[config.mk]
export PLATFORM = sky130hd
export DESIGN_NAME = hazard_unit_flat
export DESIGN_NICKNAME = d
export VERILOG_FILES = /design/src/rtl/hazard_if.sv /design/src/rtl/hazard_unit.sv /design/src/flat_wrapper.sv
export SDC_FILE = /design/constraint.sdc
export NUM_CORES = 1
export LEC_CHECK = 0
export CAP_MARGIN = 20
export CORE_MARGIN = 2
export CORE_UTILIZATION = 60
export DETAILED_ROUTE_END_ITERATION = 10
export DONT_BUFFER_PORTS = 1
export GPL_ROUTABILITY_DRIVEN = 0
export GPL_TIMING_DRIVEN = 0
export PLACE_DENSITY = 0.76
export SKIP_LAST_GASP = 1
export SYNTH_ARGS = -nofsm -noshare
export SYNTH_HDL_FRONTEND = slang
export SYNTH_SLANG_ARGS = --single-unit
[constraint.sdc]
create_clock -name CLK -period 7.7 [get_ports CLK]
set_input_delay 1.54 -clock CLK [delete_from_list [all_inputs] [get_ports CLK]]
set_output_delay 1.54 -clock CLK [all_outputs]
set_load 0.01 [all_outputs]
[src/rtl/hazard_if.sv]
// Signal bundle between the pipeline datapath and the hazard unit.
// The datapath side (master) drives pipeline status; the hazard unit (slave) returns enables and flushes.
interface hazard_if;
  logic        ihit;
  logic        dhit;
  logic [31:0] id_instr;
  logic        ex_dREN;
  logic [4:0]  ex_dest;
  logic        mem_dREN;
  logic        mem_dWEN;
  logic        mem_brtaken;
  logic        wb_halt;

  logic        pc_en;
  logic        ifid_en;
  logic        idex_en;
  logic        exmem_en;
  logic        memwb_en;
  logic        ifid_flush;
  logic        idex_flush;
  logic        exmem_flush;
  logic        halted;
  logic [31:0] stall_cnt;
  logic [15:0] flush_cnt;

  modport master (
    output ihit, dhit, id_instr, ex_dREN, ex_dest, mem_dREN, mem_dWEN, mem_brtaken, wb_halt,
    input  pc_en, ifid_en, idex_en, exmem_en, memwb_en,
    input  ifid_flush, idex_flush, exmem_flush, halted, stall_cnt, flush_cnt
  );

  modport slave (
    input  ihit, dhit, id_instr, ex_dREN, ex_dest, mem_dREN, mem_dWEN, mem_brtaken, wb_halt,
    output pc_en, ifid_en, idex_en, exmem_en, memwb_en,
    output ifid_flush, idex_flush, exmem_flush, halted, stall_cnt, flush_cnt
  );
endinterface

[src/rtl/hazard_unit.sv]
// Five-stage pipeline hazard control: data-memory wait, taken-branch flush, load-use stall,
// fetch miss, and halt, plus saturating stall and flush event counters.
module hazard_unit (
  input  logic CLK,
  input  logic RST,
  hazard_if.slave hz
);

  typedef enum logic [1:0] {
    RUN   = 2'd0,
    DWAIT = 2'd1,
    HALT  = 2'd2
  } state_t;

  localparam logic [5:0] OP_RTYPE = 6'h00;
  localparam logic [5:0] OP_BEQ   = 6'h04;
  localparam logic [5:0] OP_BNE   = 6'h05;
  localparam logic [5:0] OP_SW    = 6'h2B;

  state_t state, state_next;

  logic [5:0] opcode;
  logic [4:0] rs, rt;
  logic       rt_read;
  logic       data_pending;
  logic       load_use;
  logic       flush_event;
  logic       stall_event;

  logic pc_en, ifid_en, idex_en, exmem_en, memwb_en;
  logic ifid_flush, idex_flush, exmem_flush;

  logic [31:0] stall_cnt_q;
  logic [15:0] flush_cnt_q;

  assign opcode = hz.id_instr[31:26];
  assign rs     = hz.id_instr[25:21];
  assign rt     = hz.id_instr[20:16];

  // Only these opcodes actually read rt as a source; others write it or ignore it.
  always_comb begin
    unique case (opcode)
      OP_RTYPE, OP_BEQ, OP_BNE, OP_SW: rt_read = 1'b1;
      default:                         rt_read = 1'b0;
    endcase
  end

  assign data_pending = (hz.mem_dREN | hz.mem_dWEN) & ~hz.dhit;
  assign load_use     = hz.ex_dREN && (hz.ex_dest != 5'd0) &&
                        ((hz.ex_dest == rs) || ((hz.ex_dest == rt) && rt_read));

  // NOTE: every combinational output gets a default before the case; a missed branch would otherwise infer a latch.
  always_comb begin
    state_next  = state;
    pc_en       = 1'b1;
    ifid_en     = 1'b1;
    idex_en     = 1'b1;
    exmem_en    = 1'b1;
    memwb_en    = 1'b1;
    ifid_flush  = 1'b0;
    idex_flush  = 1'b0;
    exmem_flush = 1'b0;

    unique case (state)
      HALT: begin
        pc_en    = 1'b0;
        ifid_en  = 1'b0;
        idex_en  = 1'b0;
        exmem_en = 1'b0;
        memwb_en = 1'b0;
      end

      DWAIT: begin
        // The whole pipe freezes until memory answers; the answering cycle releases everything.
        if (hz.dhit) begin
          state_next = RUN;
        end else begin
          pc_en    = 1'b0;
          ifid_en  = 1'b0;
          idex_en  = 1'b0;
          exmem_en = 1'b0;
          memwb_en = 1'b0;
        end
      end

      default: begin
        if (data_pending) begin
          pc_en      = 1'b0;
          ifid_en    = 1'b0;
          idex_en    = 1'b0;
          exmem_en   = 1'b0;
          memwb_en   = 1'b0;
          state_next = DWAIT;
        end else if (hz.mem_brtaken) begin
          ifid_flush  = 1'b1;
          idex_flush  = 1'b1;
          exmem_flush = 1'b1;
        end else if (load_use) begin
          // Hold PC and IF/ID; the dependent instruction sees a bubble in EX for one cycle.
          pc_en      = 1'b0;
          ifid_en    = 1'b0;
          idex_flush = 1'b1;
        end else if (!hz.ihit) begin
          pc_en      = 1'b0;
          ifid_flush = 1'b1;
        end

        // Halt outranks everything for the next state, including entry into DWAIT.
        if (hz.wb_halt) begin
          state_next = HALT;
        end
      end
    endcase
  end

  assign flush_event = (state == RUN) && !data_pending && hz.mem_brtaken;
  assign stall_event = !pc_en && (state != HALT);

  // NOTE: state and counters use non-blocking assignments so every register samples pre-edge values.
  always_ff @(posedge CLK or posedge RST) begin
    if (RST) begin
      state <= RUN;
    end else begin
      state <= state_next;
    end
  end

  always_ff @(posedge CLK or posedge RST) begin
    if (RST) begin
      stall_cnt_q <= '0;
      flush_cnt_q <= '0;
    end else begin
      if (stall_event && (stall_cnt_q != 32'hFFFF_FFFF)) begin
        stall_cnt_q <= stall_cnt_q + 32'd1;
      end
      if (flush_event && (flush_cnt_q != 16'hFFFF)) begin
        flush_cnt_q <= flush_cnt_q + 16'd1;
      end
    end
  end

  assign hz.pc_en       = pc_en;
  assign hz.ifid_en     = ifid_en;
  assign hz.idex_en     = idex_en;
  assign hz.exmem_en    = exmem_en;
  assign hz.memwb_en    = memwb_en;
  assign hz.ifid_flush  = ifid_flush;
  assign hz.idex_flush  = idex_flush;
  assign hz.exmem_flush = exmem_flush;
  assign hz.halted      = (state == HALT);
  assign hz.stall_cnt   = stall_cnt_q;
  assign hz.flush_cnt   = flush_cnt_q;

endmodule

[src/flat_wrapper.sv]
// flat-port wrapper written by rule: the top's interface ports become plain ports
module hazard_unit_flat 
  (CLK, RST, hz_ihit, hz_dhit, hz_id_instr, hz_ex_dREN, hz_ex_dest, hz_mem_dREN, hz_mem_dWEN, hz_mem_brtaken, hz_wb_halt, hz_pc_en, hz_ifid_en, hz_idex_en, hz_exmem_en, hz_memwb_en, hz_ifid_flush, hz_idex_flush, hz_exmem_flush, hz_halted, hz_stall_cnt, hz_flush_cnt);
  hazard_if hz_i ();
  input  logic CLK;
  input  logic RST;
  input wire logic [$bits(hz_i.ihit)-1:0] hz_ihit;
  input wire logic [$bits(hz_i.dhit)-1:0] hz_dhit;
  input wire logic [$bits(hz_i.id_instr)-1:0] hz_id_instr;
  input wire logic [$bits(hz_i.ex_dREN)-1:0] hz_ex_dREN;
  input wire logic [$bits(hz_i.ex_dest)-1:0] hz_ex_dest;
  input wire logic [$bits(hz_i.mem_dREN)-1:0] hz_mem_dREN;
  input wire logic [$bits(hz_i.mem_dWEN)-1:0] hz_mem_dWEN;
  input wire logic [$bits(hz_i.mem_brtaken)-1:0] hz_mem_brtaken;
  input wire logic [$bits(hz_i.wb_halt)-1:0] hz_wb_halt;
  output wire logic [$bits(hz_i.pc_en)-1:0] hz_pc_en;
  output wire logic [$bits(hz_i.ifid_en)-1:0] hz_ifid_en;
  output wire logic [$bits(hz_i.idex_en)-1:0] hz_idex_en;
  output wire logic [$bits(hz_i.exmem_en)-1:0] hz_exmem_en;
  output wire logic [$bits(hz_i.memwb_en)-1:0] hz_memwb_en;
  output wire logic [$bits(hz_i.ifid_flush)-1:0] hz_ifid_flush;
  output wire logic [$bits(hz_i.idex_flush)-1:0] hz_idex_flush;
  output wire logic [$bits(hz_i.exmem_flush)-1:0] hz_exmem_flush;
  output wire logic [$bits(hz_i.halted)-1:0] hz_halted;
  output wire logic [$bits(hz_i.stall_cnt)-1:0] hz_stall_cnt;
  output wire logic [$bits(hz_i.flush_cnt)-1:0] hz_flush_cnt;
  assign hz_i.ihit = hz_ihit;
  assign hz_i.dhit = hz_dhit;
  assign hz_i.id_instr = hz_id_instr;
  assign hz_i.ex_dREN = hz_ex_dREN;
  assign hz_i.ex_dest = hz_ex_dest;
  assign hz_i.mem_dREN = hz_mem_dREN;
  assign hz_i.mem_dWEN = hz_mem_dWEN;
  assign hz_i.mem_brtaken = hz_mem_brtaken;
  assign hz_i.wb_halt = hz_wb_halt;
  assign hz_pc_en = hz_i.pc_en;
  assign hz_ifid_en = hz_i.ifid_en;
  assign hz_idex_en = hz_i.idex_en;
  assign hz_exmem_en = hz_i.exmem_en;
  assign hz_memwb_en = hz_i.memwb_en;
  assign hz_ifid_flush = hz_i.ifid_flush;
  assign hz_idex_flush = hz_i.idex_flush;
  assign hz_exmem_flush = hz_i.exmem_flush;
  assign hz_halted = hz_i.halted;
  assign hz_stall_cnt = hz_i.stall_cnt;
  assign hz_flush_cnt = hz_i.flush_cnt;
  hazard_unit u_core (.CLK(CLK), .RST(RST), .hz(hz_i));
endmodule
==> run summary <==
The logs give 318 microns for the sum of met3 wire segment lengths after detailed routing and 4 for the detailed-routing iteration count for the pre-antenna-repair pass. Path class of the lowest-slack min-delay path: reg -> reg. The root buffer cell is clkbuf_8. After clock tree synthesis, the clock-pin slew on the worst setup and hold paths is 0.09 ns. The fraction of post-synthesis cell area in the top cell type by area is 46.3%, and the detailed-route vias per instance is 6.22. The flow ran to the end, and the final reports show no timing, DRC or antenna violations. The biggest area contributor in the post-synthesis netlist is dfrtp_1.

The overall die height is 71.1 microns. The startpoint kind of the worst setup timing path was an input pin. The tools report the synthesis warning total as 0. After synthesis the cells add up to 2700 sq um. The total count of hold-check failures in the final report is 0. Yosys mapped a number of flops with a built-in enable equal to 0. OpenSTA, run right after detailed placement, puts the worst setup slack at 2.88 ns. Total net switching power: 0.302 mW. In this run the cell area measured after placement is 2790 sq um. The net count of the finished layout was 324. Classification of the worst setup path: in -> out.

The via count of the first global-routing pass was 2052; the average wire per standard cell was 16.8 microns. Port buffering added 0 buffers. Of the cells placed in the final design, the portion with a size suffix greater than 1 is 7.30%.

The longest clock path from root to sink contains 2 buffers. The tools report the combined global-route utilization of all metal layers as 23.1%. Wire segments on met2 add up to 2730 microns in the final route. The total overflow left after global routing is 0. Summed over all layers, the routed wires come to 5480 microns. The floorplan step defined a die boundary enclosing 5060 sq um.

TritonCTS built the clock tree. Per report_power, the clock group accounts for 21.5% of the total. The tools report the count of cells resized by post-cts repair as 0. After clock tree synthesis, the setup repair step added 0 buffers. The die is 71.1 microns wide. The tools report the number of antenna violations at the first check in global routing as 0. The detailed router placed 2027 vias in this run. The global-route wire length before repair was 9310 microns. For the max capacitance violation total, the log shows 0. The number of DRC violations after detailed-routing iteration 0 is 80, and the net switching share of the total power is 39.7%.

In the routed design, unresolved DRC markers number 0. The antenna diode instance count was 0. For this configuration, the core starts out at a cell density of 62.1%.

In this run the core area contains 24 standard-cell rows. The setup clock skew after layout was 0.00981 ns. Fill cells in the final layout number 355.

The run gives 316 as the number of nets produced by synthesis. By area the synthesized netlist is led by dfrtp_1 (46%), xnor2_1 (15%), nand4_1 (5.1%), nand3_1 (4.4%), and3_1 (3.5%). Setup repair after global routing left no endpoint under its margin.

The count of hold-fix buffers inserted at cts is 0. The final critical delay including setup and external delays was 4.85 ns. The power per cell area was 263 nW/um^2.

The H-tree was split into 2 levels. The design draws 0.761 mW. Latest clock arrival within the worst-skew pair: 0.31 ns.

After synthesis, the most frequently instantiated cells are dfrtp_1 (50), xnor2_1 (45), nand3_1 (24), nand4_1 (22), and3_1 (15). The setup-violating endpoint count in the final report is 0, and the async set-or-reset flop fraction in the synthesized netlist is 100%. The highest net fanout along the worst path is 3.

The count of pins over their slew limit came out at 0. The critical path endpoint category is a primary output. Of the available clock period, the critical path in the final layout requires 62.9%. Data on the critical path arrives at its endpoint at 3.31 ns. Summed over all failing endpoints, the final setup total negative slack is 0 ns. The average instance area after synthesis is 10.2 sq um, and the worst slew margin relative to its limit is 53.4%. dfrtp_1 is the most common cell in the netlist. Cell internal power was estimated by the tool at 0.458 mW. The logs give 318 for the instance count after placement with tap cells included and 326 for the non-filler instance count after layout. At the pin with the least slew margin, the transition time is 0.690 ns. Sequential elements use 46.3% of the synthesized area. Fraction of power consumed by sequential logic: 45.9%.

Highest layer used for signal routing: met4. The core region is 4350 sq um. The number of synthesized register bits is 50, and the count of mapped cells out of synthesis is 265. IR analysis of the VDD net gives a maximum drop of 208 uV.

The required time at the endpoint of the critical path is 6.16 ns. The area growth from synthesis to layout is 6.85%. In this run, the combinational gates consume 32.6% of the power.

Clock tree synthesis inserted a total of 5 buffers. The logs give 2330 microns for the detailed-route wire length on metal 1 and 2.85 ns for the setup slack after layout. After routing the design area is 2890 sq um. Entering global routing, the biggest net connects 33 pins. The number of distinct library cells after synthesis is 40. The top flip-flop cell by instance count after synthesis is dfrtp_1. The number of sinks driven by the clock tree was 50. The tools report the number of routed nets with antenna violations as 0. The logs give 206 MHz for the timing-limited maximum frequency and 1.23 nW for the leakage power of the design. After legalization and detailed placement, the total HPWL measured 4080 microns. For this design the top-level I/O count stands at 103.
[flip-flops by register name (all words and copies together) (netlist names)]
| signal | cells |
|---|---|
| u_core.hz.stall_cnt | 32 |
| u_core.hz.flush_cnt | 16 |
| u_core.state | 2 |
[cell usage in the layout, fill, tap and decap left out, types with 3 or more instances in the layout]
cell	synthesis	final
dfrtp_1	50	50
xnor2_1	45	45
nand3_1	24	24
nand4_1	22	22
and3_1	15	15
nor2_1	12	12
inv_1	12	11
nor3_1	11	11
nand2_1	10	10
xor2_1	9	9
and2_1	6	6
clkbuf_8	0	6
a21oi_1	5	5
ha_1	5	5
nor2b_1	3	3
and4_1	3	3
mux2_2	3	3
clkbuf_1	3	3
[power by group through the flow]
stage | combinational (mW) | clock, mW | sequential (mW)
finish | 0.248 | 0.164 | 0.349
floorplan | 0.198 | 0 | 0.343
global placement | 0.240 | 0 | 0.352
CTS | 0.249 | 0.167 | 0.349
detailed placement | 0.247 | 0 | 0.353
global route | 0.278 | 0.175 | 0.355
[logic make-up after synthesis]
kind of cell | synth area share (%)
AND/OR/NAND/NOR | 24.3
multiplexers | 1.25
adder cells (fa/ha/maj) | 2.31
buffers and inverters | 3.15
AO/OA/AOI/OAI | 5.23
XOR/XNOR | 17.5
flip-flops | 46.3
[per-layer routing]
metal / track usage [%] / up-vias
li1: - / 955
met1: 27.6 / 1006
met2: 39.7 / 59
met3: 6.55 / 7
met4: 8.81 / 0
met5: 0 / -
[metrics by stage]
step / hold slack, ns / utilization [%]
after floorplan: 0.519 / -
after global placement: 0.548 / 63.6
after detailed placement: 0.554 / 64.1
after CTS: 0.570 / 66.4
after global routing: 0.588 / 66.4
final: 0.564 / 66.4
[layout make-up]
cell class,instances,area (sq um),share of cell area (%)
Multi-Input combinational cell,195,1370,47.3
Sequential cell,50,1250,43.3
Clock buffer,6,82.6,2.86
Tap cell,52,65.1,2.25
Inverter,13,48.8,1.69
Buffer,7,36.3,1.26
Timing Repair Buffer,1,20.0,0.693
Clock inverter,2,17.5,0.606
[worst paths after layout]
kind / cells past startpoint / start / slack (ns) / endpoint
setup / recovery: 5 / hz_id_instr[27] / 2.85 / hz_ifid_flush
hold / removal: 1 / u_core.hz.stall_cnt[26]$_DFFE_PP0P_ / 0.56 / u_core.hz.stall_cnt[26]$_DFFE_PP0P_
setup reg to reg: 9 / u_core.hz.stall_cnt[0]$_DFFE_PP0P_ / 4.92 / u_core.hz.stall_cnt[1]$_DFFE_PP0P_
hold reg to reg: 1 / u_core.hz.stall_cnt[26]$_DFFE_PP0P_ / 0.56 / u_core.hz.stall_cnt[26]$_DFFE_PP0P_
max in group asynchronous: 2 / RST / 6.10 / u_core.hz.stall_cnt[20]$_DFFE_PP0P_
min in group asynchronous: 1 / RST / 1.10 / u_core.hz.stall_cnt[11]$_DFFE_PP0P_
[worst max-delay path, cell delays in order]
cell and delay (ns):
or4_1 0.51, a2111o_1 0.48, a221oi_1 0.47, nor2_1 0.08, o21a_1 0.22
Power figures use the tool's default switching activity.
